===== src/rtl/c7seg_capture.sv =====
// Purpose : recovers per-digit hex values from a multiplexed, active-low 7-segment bus.
// Latency : a bus value first seen at edge E and then held is captured at edge E+STABLE.
// Backpressure: none. The bus is observed passively, and captures happen only after a stable window.
//
// Ports:
//   clk      - system clock, rising edge
//   reset    - synchronous active-low reset
//   an       - digit strobes, active-low, bit i selects digit i
//   seg      - segment lines a..g on bits 6..0, active-low
//   o_digits - recovered hex value of digit i in bits [4i+3:4i]
//   o_valid  - digit i holds a legally decoded value
//   o_err    - last capture on digit i was an illegal, non-blank pattern
//   o_frame  - one-cycle pulse once every digit has been captured since the last pulse
module c7seg_capture #(
  parameter int NDIG   = 4,
  parameter int STABLE = 4
) (
  input  logic                clk,
  input  logic                reset,
  input  logic [NDIG-1:0]     an,
  input  logic [6:0]          seg,
  output logic [4*NDIG-1:0]   o_digits,
  output logic [NDIG-1:0]     o_valid,
  output logic [NDIG-1:0]     o_err,
  output logic                o_frame
);

  typedef enum logic [1:0] {
    IDLE   = 2'd0,
    SETTLE = 2'd1,
    HOLD   = 2'd2
  } state_t;

  // Capture fires when the counter reaches STABLE-1. The edge that loads a new
  // bus value clears the counter, so the bus must be held for STABLE edges after that one.
  localparam logic [7:0] STABLE_M1 = 8'(STABLE - 1);

  state_t            state_q;
  logic [NDIG-1:0]   r_an_q;
  logic [6:0]        r_seg_q;
  logic [7:0]        cnt_q;
  logic [7:0]        cnt_d;
  logic [NDIG-1:0]   mask_q;
  logic [NDIG-1:0]   mask_d;
  logic              changed;
  logic              r_single;
  logic              in_single;
  logic [3:0]        dec_val;
  logic              dec_legal;
  logic              dec_blank;

  // True when exactly one strobe is low, meaning exactly one digit is addressed.
  function automatic logic one_low(input logic [NDIG-1:0] v);
    logic [3:0] n;
    n = 4'd0;
    for (int i = 0; i < NDIG; i++) begin
      if (!v[i]) n = n + 4'd1;
    end
    return (n == 4'd1);
  endfunction

  assign changed   = ({an, seg} != {r_an_q, r_seg_q});
  assign r_single  = one_low(r_an_q);
  assign in_single = one_low(an);

  // The counter saturates at 255, so a long-held bus cannot wrap and re-trigger.
  assign cnt_d = changed ? 8'd0 : ((cnt_q == 8'hFF) ? cnt_q : cnt_q + 8'd1);

  // With a single strobe, ~r_an_q is the one-hot mask bit of the digit being captured.
  assign mask_d = mask_q | ~r_an_q;

  // This is the inverse of the hex-to-7-segment table, with segments a..g active-low.
  always_comb begin
    dec_val   = 4'h0;
    dec_legal = 1'b1;
    dec_blank = 1'b0;
    case (r_seg_q)
      7'b0000001: dec_val = 4'h0;
      7'b1001111: dec_val = 4'h1;
      7'b0010010: dec_val = 4'h2;
      7'b0000110: dec_val = 4'h3;
      7'b1001100: dec_val = 4'h4;
      7'b0100100: dec_val = 4'h5;
      7'b0100000: dec_val = 4'h6;
      7'b0001111: dec_val = 4'h7;
      7'b0000000: dec_val = 4'h8;
      7'b0000100: dec_val = 4'h9;
      7'b0001000: dec_val = 4'hA;
      7'b1100000: dec_val = 4'hB;
      7'b0110001: dec_val = 4'hC;
      7'b1000010: dec_val = 4'hD;
      7'b0110000: dec_val = 4'hE;
      7'b0111000: dec_val = 4'hF;
      7'b1111111: begin
        dec_legal = 1'b0;
        dec_blank = 1'b1;
      end
      default:    dec_legal = 1'b0;
    endcase
  end

  always_ff @(posedge clk) begin
    if (!reset) begin
      state_q  <= IDLE;
      r_an_q   <= '0;
      r_seg_q  <= '0;
      cnt_q    <= 8'd0;
      mask_q   <= '0;
      o_digits <= '0;
      o_valid  <= '0;
      o_err    <= '0;
      o_frame  <= 1'b0;
    end else begin
      r_an_q  <= an;
      r_seg_q <= seg;
      cnt_q   <= cnt_d;
      o_frame <= 1'b0;

      if (changed) begin
        // The validity of the new strobe pattern decides whether a new stable window can start.
        state_q <= in_single ? SETTLE : IDLE;
      end else if (!r_single) begin
        state_q <= IDLE;
      end else begin
        case (state_q)
          IDLE, SETTLE: begin
            if (cnt_q == STABLE_M1) begin
              state_q <= HOLD;
              for (int i = 0; i < NDIG; i++) begin
                if (!r_an_q[i]) begin
                  if (dec_legal) begin
                    o_digits[4*i +: 4] <= dec_val;
                    o_valid[i]         <= 1'b1;
                    o_err[i]           <= 1'b0;
                  end else if (dec_blank) begin
                    o_valid[i] <= 1'b0;
                    o_err[i]   <= 1'b0;
                  end else begin
                    o_valid[i] <= 1'b0;
                    o_err[i]   <= 1'b1;
                  end
                end
              end
              // When the final digit completes the frame, the mask restarts empty.
              // The digit that completed the frame does not count toward the next frame.
              if (&mask_d) begin
                o_frame <= 1'b1;
                mask_q  <= '0;
              end else begin
                mask_q  <= mask_d;
              end
            end else begin
              state_q <= SETTLE;
            end
          end
          // A window that has already been captured waits for the bus to change.
          HOLD:    state_q <= HOLD;
          default: state_q <= IDLE;
        endcase
      end
    end
  end

endmodule


===== config.mk =====
export PLATFORM = sky130hd
export DESIGN_NAME = c7seg_capture
export DESIGN_NICKNAME = d
export VERILOG_FILES = /design/src/rtl/c7seg_capture.sv
export SDC_FILE = /design/constraint.sdc
export NUM_CORES = 1
export LEC_CHECK = 0
export CORE_AREA = 2 2 52 103
export CTS_BUF_LIST = sky130_fd_sc_hd__clkbuf_8
export DETAILED_ROUTE_END_ITERATION = 10
export DIE_AREA = 0 0 54 105
export PLACE_DENSITY = 0.88
export SLEW_MARGIN = 20
export SYNTH_ARGS = -nofsm -noshare
export SYNTH_HDL_FRONTEND = slang
export SYNTH_SLANG_ARGS = --single-unit

===== constraint.sdc =====
create_clock -name clk -period 3.23 [get_ports clk]
set_input_delay 0.4845 -clock clk [delete_from_list [all_inputs] [get_ports clk]]
set_output_delay 0.4845 -clock clk [all_outputs]
set_load 0.01 [all_outputs]

== Yosys cells after proc, flatten, opt, wreduce, memory -nomap -nowiden ==
Index checks and enable logic that the tools add are counted.
W data, S select, Z words.

* Bits of input ports: 13
* Output and inout bits: 25
* Flip-flop bits (word level): 50
* Logic and storage cells: 96

* Reductions and logical operators: 16
* Add/sub/neg operators: 7
* Muxes and demuxes: 21
* Equality and inequality tests: 23
* Bitwise operators: 11

{| class="wikitable"
|+ Operator list
! kind !! count
|-
| $pmux W4 S15 || 1
|-
| $eq A7 B6 Y1 const B || 5
|-
| $eq A7 B7 Y1 const B || 5
|-
| $mux W4 || 7
|-
| $add A4 B1 Y4 const B || 6
|-
| $reduce_and A6 Y1 || 4
|-
| $reduce_and A5 Y1 || 4
|-
| $reduce_or A16 Y1 || 1
|-
| $eq A7 B3 Y1 const B || 2
|-
| $eq A7 B4 Y1 const B || 2
|-
| $ne A11 B11 Y1 || 1
|-
| $mux W1 || 9
|-
| $not A1 Y1 || 9
|-
| $add A8 B1 Y8 const B || 1
|-
| $eq A4 B1 Y1 const B || 2
|-
| $eq A8 B2 Y1 const B || 1
|-
| $eq A8 B8 Y1 const B || 1
|-
| $reduce_and A4 Y1 || 2
|-
| $eq A7 B1 Y1 const B || 1
|-
| $eq A7 B5 Y1 const B || 1
|-
| $logic_not A7 Y1 || 1
|-
| $mux W2 || 3
|-
| $reduce_or A5 Y1 || 1
|-
| $not A4 Y4 || 1
|-
| 6 further kinds || 7
|}

== Longest topological paths before layout ==
Gate-level depths: netlist (run 1).

* Depth after elaboration: 10
* Depth in mapped cells: 10
* Gate-level depth less buffers: 10

== Worst setup path before layout (run 1) ==
No wires, ideal clock.

* Path type: reg-to-reg
* Start point: register r_an_q[0]
* End point: register o_digits[14]
* Clock period less this slack: 2.539 ns
* Data required time: 3.101 ns
* Arrival time: 2.410 ns
* Stages on the path, launching flop included: 10
* Setup time: 0.129 ns
* Path buffers: 0
* Slack: 0.691 ns
* Cells stage by stage: dfxtp_1 inv_1 ha_1 xnor2_1 ha_1 nor3b_1 a221oi_1 nor3_1 o311ai_2 o2bb2ai_1

* Cells in the longest elaborated chain, start to end: 9
* Elaborated cells on any way between the ends: 11
* Those cells by class: 3 x add/sub; 2 x eq/ne; 4 x mux; 1 x bitwise; 1 x reduce/logical

{| class="wikitable"
|+ Ends and longest elaborated chain
! element !! line !! source
|-
| start: declaration || 39 || <nowiki>logic [NDIG-1:0] r_an_q;</nowiki>
|-
| start signal: assignment || 114 || <nowiki>r_an_q <= an;</nowiki>
|-
| $mux W1 || 57 || <nowiki>if (!v[i]) n = n + 4'd1;</nowiki>
|-
| $add A4 B1 Y4 || 57 ||
|-
| $mux W4 || 57 ||
|-
| $add A4 B1 Y4 || 57 ||
|-
| $mux W4 || 57 ||
|-
| $add A4 B1 Y4 || 57 ||
|-
| $mux W4 || 57 ||
|-
| $eq A4 B1 Y1 || 59 || <nowiki>return (n == 4'd1);</nowiki>
|-
| $reduce_and A6 Y1 (no source line) (*) || -- ||
|-
| end signal: indexed assignment || 132 || <nowiki>o_digits[4*i +: 4] <= dec_val;</nowiki>
|-
| end: declaration || 22 || <nowiki>output logic [4*NDIG-1:0] o_digits,</nowiki>
|}

Every way passes the cells marked *; elsewhere a longest branch is shown, timed or not.
A chain may end at the register's enable or synchronous reset.

== Final worst setup path (run 1) ==
* Start point: register r_an_q[1]
* End point: register o_digits[14]

* Cells in the longest elaborated chain, start to end: 7
* Elaborated cells on any way between the ends: 9
* Those cells by class: 2 x add/sub; 2 x eq/ne; 3 x mux; 1 x bitwise; 1 x reduce/logical

{| class="wikitable"
|+ Ends and longest elaborated chain
! element !! line
|-
| $mux W4 || 57
|-
| $add A4 B1 Y4 || 57
|-
| $mux W4 || 57
|-
| $add A4 B1 Y4 || 57
|-
| $mux W4 || 57
|-
| $eq A4 B1 Y1 || 59
|-
| $reduce_and A6 Y1 (no source line) (*) || --
|}

Marked as above.

==> results.ini, run 1 <==
[status]
status=completed

[routing]
drtAntennaViolNets=0
detail_route.iter0.violations=90
wirelength_mm=6.460
vias=2373
route.detailed.drc=0
firstDrtPassIters=4
vias_per_cell=6.116
wire_per_inst_um=16.65

[floorplanning]
core-area_sq_mm=0.004865
start_util_pct=55.79
num_io_pins=38
row_count=36
die_w_um=54
die_y_um=105
die_area_sq_mm=0.005670

[timing]
finalSetupTns_ns=0
slew_violations=0
fmax_mhz=339.0
min_period_ns=2.950
rsz0062_at_grt=false
hold_viol=0
tightest_slew_ns=0.7300
setup_viol=0
fin_worst_skew_ns=0.002079
relSlewSlack_pct=51.18
fin_crit_sh_pct=91.33

[critical_path]
critPathMaxFanout=7
crit_type=reg2reg
endpoint=o_digits[14]
worstReg2RegStart=r_an_q[1]
r2r_cells=9
start_kind=flop
crit_start=r_an_q[1]
end_kind=flop
r2r_end=o_digits[14]
critPathRequiredTime_ns=3.41
arrival_ns=3.13
regToRegSetupSlack_ns=0.28

[global_route]
antenna_found_initial=0
grt_first_pass_wirelength_mm=10.87
grt_overflow=0
grtUsageTotal_pct=24.94
grt_pass1_vias=2397
grt_max_degree=22

[layout]
drive_gt1_share_pct=8.761
finalNetCount=350
syn2layout_area_growth_pct=18.81
final_cell_area_sq_mm=0.003224
n_antenna_cell=0

[yosys]
avgSynthCellArea_sq_um=9.076
ys_ff_latch=50
async_reset_ff_share_pct=0
syn_inst=299
synth_nets=319
synth-seq-area-share_pct=36.88
synth_area_sq_mm=0.002714
synth_edf_count=0
synthFlopType=dfxtp_1
ys_types=64
synth_warnings=0

[hold_path]
holdCritPathClass=reg2reg

[clock_network]
worstSkewPairLatency_ns=0.30
htreeDepth=2
hold_buffers=0
tritoncts=built
clock-sinks=50
clock_path_buffers=2
root_buffer=clkbuf_8
numCtsBuffers=5
cts.clk_slew.worst_paths_ns=0.09

[placed_design]
placed_cell_area_sq_mm=0.003088
gp_congestion=0.8584
dp.final_hpwl_mm=4.733
portBuffers=37

[power]
p_leak_uw=0.001172
powerDensity_mw_per_mm2=388.4
total_power_uw=1252
peakVddDrop_mv=0.4405

[flow_run]
maxCapViolCount=0

==> flip-flops by register name, summed over array words and instances (netlist names) <==
| register | count |
|---|---|
| o_valid | 4 |
| o_frame | 1 |
| r_an_q | 4 |
| state_q | 2 |
| r_seg_q | 7 |
| o_err | 4 |
| o_digits | 16 |
| cnt_q | 8 |
| mask_q | 4 |
==> kinds of logic after synthesis <==
kind of cell	after synthesis	share of synthesized area [%]
simple gates	124	26.74
mux	17	6.316
xor+xnor	19	6.132
compound gates	56	16.00
buf+inv	26	4.703
flops	50	36.88
fa+ha+maj	7	3.227
==> critical path, stage by stage, from the launching register on <==
cell and delay [ns]:
dfxtp_1 0.51, inv_1 0.10, ha_1 0.35, xnor2_1 0.16, ha_1 0.33, nor3b_1 0.32
a221oi_2 0.21, nor3_2 0.33, o311ai_2 0.31, o2bb2ai_1 0.21
==> through the flow <==
stage                     hold slack [ns]  instances  worst slack (ns)  utilization [%]
final                              0.4505        388            0.2802            66.28
after global routing               0.4808        388          0.007659            66.28
after CTS                          0.4535        388            0.1255            65.74
after detailed placement           0.4408        380            0.1486            63.48
after global placement             0.4379        380            0.3118            63.48
after floorplan                    0.4259        299            0.6914                -
==> layer usage <==
layer | vias to the layer above | GRT usage [%] | wire, um
met5 | - | 0 | 0
met2 | 86 | 44.43 | 3603
met3 | 17 | 3.714 | 257
met4 | 0 | 13.57 | 210
met1 | 1119 | 25.95 | 2388
li1 | 1151 | - | -
==> how the worst min path moves through the flow <==
stage,to,start,cells past startpoint
floorplan,mask_q[2],mask_q[2],2
global placement,mask_q[2],mask_q[2],2
detailed placement,mask_q[2],mask_q[2],2
CTS,mask_q[2],mask_q[2],2
global route,o_digits[11],o_digits[11],2
finish,mask_q[2],mask_q[2],2
==> layout by cell type, fill, tap and decap left out, types with 3 or more instances in the layout <==
cell,n
nand3b_1,4
o21ai_0,8
mux2i_1,16
and3_1,3
clkbuf_8,5
nor3_2,4
nor4bb_1,3
dfxtp_1,50
nand4_1,5
nand3_1,9
o311ai_2,4
ha_1,7
a21oi_1,11
and2_1,12
nand2_1,27
o31ai_1,4
inv_1,11
nor2b_1,10
nor2_1,16
xnor2_1,15
nor3b_1,4
nor3_1,7
clkdlybuf4s50_1,37
buf_4,3
xor2_1,4
==> synthesized netlist by cell type (2+ instances only) <==
master | instances | area share [%]
dfxtp_1 | 50 | 37
nand2_1 | 27 | 3.7
mux2i_1 | 16 | 5.9
nor2_1 | 16 | 2.2
xnor2_1 | 15 | 4.8
and2_1 | 12 | 2.8
a21oi_1 | 11 | 2.0
nor3_1 | 11 | 2.0
inv_1 | 10 | 1.4
nor2b_1 | 10 | 2.3
nand3_1 | 9 | 1.7
o21ai_0 | 8 | 1.5
ha_1 | 7 | 3.2
buf_2 | 6 | 1.1
clkbuf_1 | 6 | 0.83
nand4_1 | 5 | 1.2
nand3b_1 | 4 | 1.1
nor3b_1 | 4 | 1.1
o311ai_2 | 4 | 2.4
o31ai_1 | 4 | 1.1
xor2_1 | 4 | 1.3
and3_1 | 3 | 0.69
nor4bb_1 | 3 | 1.1
a211oi_1 | 2 | 0.55
a21boi_0 | 2 | 0.55
buf_4 | 2 | 0.55
buf_6 | 2 | 0.83
nor4_1 | 2 | 0.46
o21ai_1 | 2 | 0.37
o22ai_1 | 2 | 0.46
o2bb2ai_1 | 2 | 0.65
o311ai_1 | 2 | 0.65
o41ai_1 | 2 | 0.65
or2_2 | 2 | 0.46
or3_1 | 2 | 0.46
or4b_2 | 2 | 0.74
==> area by class of cell <==
class	count	area [sq um]
well taps	57	71.32
inverters	10	37.54
clock inverters	3	41.29
repair buffers	40	392.9
flip-flops and latches	50	1001
clock buffers	5	68.82
multi-input cells	223	1612
fillers	402	1640
==> repair_timing <==
| item | in CTS | in global routing |
|---|---|---|
| setup endpoints to repair | 0 | 19 |
| setup buffers | 0 | 0 |
| gates resized for setup | 0 | 5 |
==> report_power, final <==
part / leakage (uW) / internal, uW / switching (uW)
registers: 0.000406 / 624 / 25.6
clock network: 0.0000556 / 228 / 208
logic: 0.000711 / 75.7 / 90.1
No activity file was read; power rests on OpenSTA's default activity.
==> inputs of run 2 (changes only) <==
--- a/config.mk
+++ b/config.mk
@@ -5,11 +5,12 @@
 export SDC_FILE = /design/constraint.sdc
 export NUM_CORES = 1
 export LEC_CHECK = 0
-export CORE_AREA = 2 2 52 103
+export CORE_AREA = 2 2 49 97
 export CTS_BUF_LIST = sky130_fd_sc_hd__clkbuf_8
 export DETAILED_ROUTE_END_ITERATION = 10
-export DIE_AREA = 0 0 54 105
-export PLACE_DENSITY = 0.88
+export DIE_AREA = 0 0 51 99
+export DONT_BUFFER_PORTS = 1
+export PLACE_DENSITY = 0.86
 export SLEW_MARGIN = 20
 export SYNTH_ARGS = -nofsm -noshare
 export SYNTH_HDL_FRONTEND = slang
==> run 2 against run 1 <==
  * Die area fell by 11%
  * Power fell by 6.9%
  * Final cell count fell by 10%
  * Worst hold slack got worse by 0.16 ns
  * Critical path depth did not move
  * Non-clock buffer count fell by 37
  * Worst setup slack got worse by 0.052 ns
  * Maximum frequency fell by 1.7%
  * Sequential share of layout area rose by 4.6 points
  * Combinational power fell by 17%
  * Sequential power barely moved
  * Critical path type unchanged
  * Highest routed layer unchanged
==> results.ini, run 2 (synthesis results as in run 1) <==
[status]
status=completed

[clock_network]
clock_path_buffers=2
hold_buffers=0
root_buffer=clkbuf_8
post_cts_buffers=0
worstSkewPairLatency_ns=0.31
cts.clk_slew.worst_paths_ns=0.10
ctsResizeCount=0
clock-sinks=50
tritoncts=built
numCtsBuffers=5
htreeDepth=2

[routing]
route.detailed.drc=0
wire_per_inst_um=18.85
drtAntennaViolNets=0
vias_per_cell=6.414
detail_route.iter0.violations=61
vias=2232
wirelength_mm=6.559
firstDrtPassIters=4

[power]
internal-power_uw=844.0
powerDensity_mw_per_mm2=415.0
total_power_uw=1165
power.switching_uw=321.1
p_leak_uw=0.001021
comb_power_share_pct=11.8
peakVddDrop_mv=0.4074
pwr-share-seq_pct=55.6
swShare_pct=27.56
clkPwrFrac_pct=32.6

[floorplanning]
start_util_pct=63.16
die_w_um=51
die_area_sq_mm=0.005049
num_io_pins=38
die_y_um=99
row_count=34
core-area_sq_mm=0.004297

[placed_design]
portBuffers=0
gp_congestion=0.9029
place_inst=340
dp.final_hpwl_mm=5.055

[hold_path]
holdCritPathClass=in2reg

[global_route]
grt_overflow=0
grt_pass1_vias=2173
grt_first_pass_wirelength_mm=10.63
antenna_found_initial=0
grt_max_degree=41
grtUsageTotal_pct=27.49

[critical_path]
arrival_ns=3.19
end_kind=flop
crit_type=reg2reg
regToRegSetupSlack_ns=0.23
critPathMaxFanout=7
critPathRequiredTime_ns=3.42
start_kind=flop

[layout]
layout_common_cells=dfxtp_1 (50), nand2_1 (27), mux2i_1 (16), nor2_1 (16), xnor2_1 (15)
syn2layout_area_growth_pct=3.458
largest_register_ffs=16
post-route-util_pct=65.35
reg.largest.list=o_digits x16, cnt_q x8, r_seg_q x7
n_antenna_cell=0
drive_gt1_share_pct=8.503
top_register=o_digits
final_common_cell=dfxtp_1
finalNetCount=313
stdcell_count=348

[timing]
relSlewSlack_pct=47.42
setup_viol=0
fmax_mhz=333.1
fin_worst_skew_ns=0.008381
fin_crit_sh_pct=92.93
min_period_ns=3.002
slew_violations=0
rsz0062_at_grt=false
hold_viol=0
finalSetupTns_ns=0
tightest_slew_ns=0.7887

[flow_run]
maxCapViolCount=0

[run 2: path summary, 6_finish.rpt]
kind	startpoint	endpoint	cells past startpoint
max	r_an_q[0]	o_digits[14]	9
max reg2reg	r_an_q[0]	o_digits[14]	9
min reg2reg	mask_q[2]	mask_q[2]	2
min	seg[3]	r_seg_q[3]	1
[run 2: cell type report]
type	count	area, sq um
fillers	353	1489
multi-input cells	223	1585
well taps	54	67.56
inverters	10	37.54
repair buffers	3	22.52
clock inverters	3	25.02
clock buffers	5	68.82
flip-flops and latches	50	1001
[run 2: layer usage]
layer  vias to the layer above  track usage [%]  part of all wire (%)
met4                         0            13.31                   4.1
li1                       1077                -                     -
met3                        18            5.152                   3.0
met2                        51            53.55                    59
met1                      1086            25.55                    34
met5                         -                0                     0
[run 2: power groups by stage]
stage | clock network (uW) | logic, uW | registers (uW)
global route | 415 | 151 | 651
global placement | 0 | 132 | 661
CTS | 383 | 137 | 647
detailed placement | 0 | 136 | 662
finish | 380 | 137 | 648
floorplan | 0 | 128 | 646
[run 2: stage by stage]
stage               area [sq um]  setup slack, ns  hold slack (ns)
global placement            2714           0.4619           0.4408
detailed placement          2714           0.2524           0.4395
finish                      2808           0.2282           0.2953
floorplan                   2714           0.6914           0.4259
global route                2808          0.03870           0.2839
CTS                         2808           0.2435           0.2946
[run 2: worst max-delay path, stage by stage (launching register included)]
cell       delay (ns)
dfxtp_1          0.49
inv_1            0.08
ha_1             0.35
xnor2_1          0.15
ha_1             0.31
nor3b_1          0.25
a221oi_1         0.24
nor3_1           0.48
o311ai_2         0.33
o2bb2ai_1        0.20
==> inputs of run 3 (changes only) <==
--- a/config.mk
+++ b/config.mk
@@ -5,12 +5,14 @@
 export SDC_FILE = /design/constraint.sdc
 export NUM_CORES = 1
 export LEC_CHECK = 0
-export CORE_AREA = 2 2 49 97
+export ABC_AREA = 1
+export CORE_AREA = 2 2 50 98
 export CTS_BUF_LIST = sky130_fd_sc_hd__clkbuf_8
 export DETAILED_ROUTE_END_ITERATION = 10
-export DIE_AREA = 0 0 51 99
+export DIE_AREA = 0 0 52 100
 export DONT_BUFFER_PORTS = 1
-export PLACE_DENSITY = 0.86
+export GPL_ROUTABILITY_DRIVEN = 0
+export PLACE_DENSITY = 0.78
 export SLEW_MARGIN = 20
 export SYNTH_ARGS = -nofsm -noshare
 export SYNTH_HDL_FRONTEND = slang
==> run 3 against run 2 <==
  * Maximum frequency grew 27%
  * Wire length shrank 14%
  * Combinational power shrank 7%
  * Worst setup slack gained 0.65 ns
  * Area after synthesis grew 1.9%
  * Largest power group unchanged
  * Critical path depth grew 3
  * Register-to-register slack gained 0.65 ns
  * Global-route usage shrank 3.4 points
  * Non-clock buffer count shrank 3
  * Die area grew 3.0%
  * Via count grew 7.2%
==> results.ini, run 3 <==
[layout]
final_common_cell=nand2_1
n_antenna_cell=0
syn2layout_area_growth_pct=5.382
top_register=o_digits
reg.largest.list=o_digits x16, cnt_q x8, r_seg_q x7
fill_cells=420
largest_register_ffs=16
stdcell_count=464
layout_common_cells=nand2_1 (117), nor2_1 (62), dfxtp_1 (50)
finalNetCount=428
drive_gt1_share_pct=12.71

[critical_path]
start_kind=flop
path_cells=inv_2, ha_1, xnor2_2, ha_1, nor2_1, nand2_1, o21ai_1, nand2_1, nor2_4, nand2_1, o21ai_2, a21oi_1
critPathRequiredTime_ns=3.42
arrival_ns=2.55
slowest_stage=dfxtp_1
cp_common_cell=nand2_1
end_kind=flop
critPathMaxFanout=7
crit_type=reg2reg
cpPeakStageDelay_ns=0.41

[timing]
fin_worst_skew_ns=0.009692
min_period_ns=2.356
hold_viol=0
setup_viol=0
tightest_slew_ns=0.5193
fmax_mhz=424.5
fin_crit_sh_pct=72.93
slew_violations=0
relSlewSlack_pct=65.12
rsz0062_at_grt=false
finalSetupTns_ns=0

[floorplanning]
die_y_um=100
num_io_pins=38
die_w_um=52
core-area_sq_mm=0.004511
row_count=35
die_area_sq_mm=0.005200
start_util_pct=61.33

[power]
clkPwrFrac_pct=34.0
p_leak_uw=0.001421
powerDensity_mw_per_mm2=398.2
internal-power_uw=844.9
swShare_pct=27.21
pwr-share-seq_pct=55.0
comb_power_share_pct=11.0
power.switching_uw=315.9
peakVddDrop_mv=0.3584

[clock_network]
root_buffer=clkbuf_8
htreeDepth=2
worstSkewPairLatency_ns=0.31
ctsResizeCount=0
clock_path_buffers=2
post_cts_buffers=0
clock-sinks=50
hold_buffers=0
numCtsBuffers=5
cts.clk_slew.worst_paths_ns=0.10
tritoncts=built

[global_route]
grt_overflow=0
grt_pass1_vias=2255
grt_max_degree=32
antenna_found_initial=0
grt_first_pass_wirelength_mm=9.597
grtUsageTotal_pct=24.13

[yosys]
synthTopCellsByCount=nand2_1 (117), nor2_1 (62), dfxtp_1 (50)
synth_top_cell_area_share_pct=36.18
yosysMostFrequentCell=nand2_1
ys_top_cells_by_area=dfxtp_1 (36%), nand2_1 (16%), nor2_1 (8.4%)
synthFlopType=dfxtp_1
synth-seq-area-share_pct=36.18
synth_edf_count=0
avgSynthCellArea_sq_um=6.831
syn_inst=405
synth_warnings=0
synth_area_sq_mm=0.002766
synth_nets=425
ys_types=35
synth_top_area_cell=dfxtp_1
ys_ff_latch=50
async_reset_ff_share_pct=0

[routing]
vias=2393
firstDrtPassIters=5
wirelength_mm=5.651
wire_per_inst_um=12.18
vias_per_cell=5.157
detail_route.iter0.violations=58
drtAntennaViolNets=0
route.detailed.drc=0

[flow_run]
maxCapViolCount=0

[hold_path]
holdCritPathClass=in2reg

[placed_design]
portBuffers=0
dp.final_hpwl_mm=4.441
place_inst=456

[status]
status=completed

run 3: worst paths after layout:
check / start / endpoint / slack [ns] / cells past startpoint
worst max-delay path: r_an_q[0] / mask_q[0] / 0.87 / 12
worst min-delay path: seg[0] / r_seg_q[0] / 0.26 / 2
worst max register to register: r_an_q[0] / mask_q[0] / 0.87 / 12
worst min register to register: mask_q[1] / mask_q[1] / 0.45 / 2
run 3: power by group through the flow:
stage / Clock (uW) / Sequential, uW / Combinational, uW
2_1_floorplan: 0 / 648 / 115
3_3_place_gp: 0 / 652 / 125
3_5_place_dp: 0 / 653 / 130
4_1_cts: 401 / 638 / 130
5_1_grt: 429 / 640 / 147
6_report: 395 / 638 / 128
run 3: cell families after synthesis:
group                      synth area share (%)
adders and majority gates                 3.166
buffers and inverters                     9.498
and+or+nand+nor                           40.93
xor gates and xnor gates                  3.437
DFF                                       36.18
AOI/OAI and AO/OA                         6.785
run 3: metrics by stage:
step / hold WS [ns] / setup WS [ns] / cell area (sq um) / util (%) / total power, uW
final: 0.2645 / 0.8745 / 2915 / 64.63 / 1161
after detailed placement: 0.4454 / 0.8814 / 2816 / 62.44 / 783.0
after CTS: 0.2620 / 0.8666 / 2915 / 64.63 / 1169
after floorplan: 0.4256 / 1.088 / 2766 / - / 762.7
after global routing: 0.2585 / 0.6150 / 2915 / 64.63 / 1216
after global placement: 0.4427 / 0.9787 / 2816 / 62.44 / 777.1
run 3: cell type report:
type                       instances  area [sq um]  area share (%)
clock buffer                       6         82.58           2.833
inverter                          65         244.0           8.369
multi-input combinational        286          1503           51.54
clock inverter                     2         16.27          0.5579
tap                               55         68.82           2.361
sequential                        50          1001           34.33
run 3: metal layers:
metal,wire [um],GRT usage [%],up-vias
met5,0,0,-
met4,141,10.93,0
met3,159,4.167,9
met2,3049,43.72,37
met1,2301,26.02,1087
li1,-,-,1260
run 3: critical path, delay by kind of cell, from the launching register on:
kind,cells,cell delay (ns)
flops,1,0.41
buf+inv,1,0.08
xor+xnor,1,0.17
fa+ha+maj,2,0.65
compound gates,3,0.37
simple gates,5,0.56
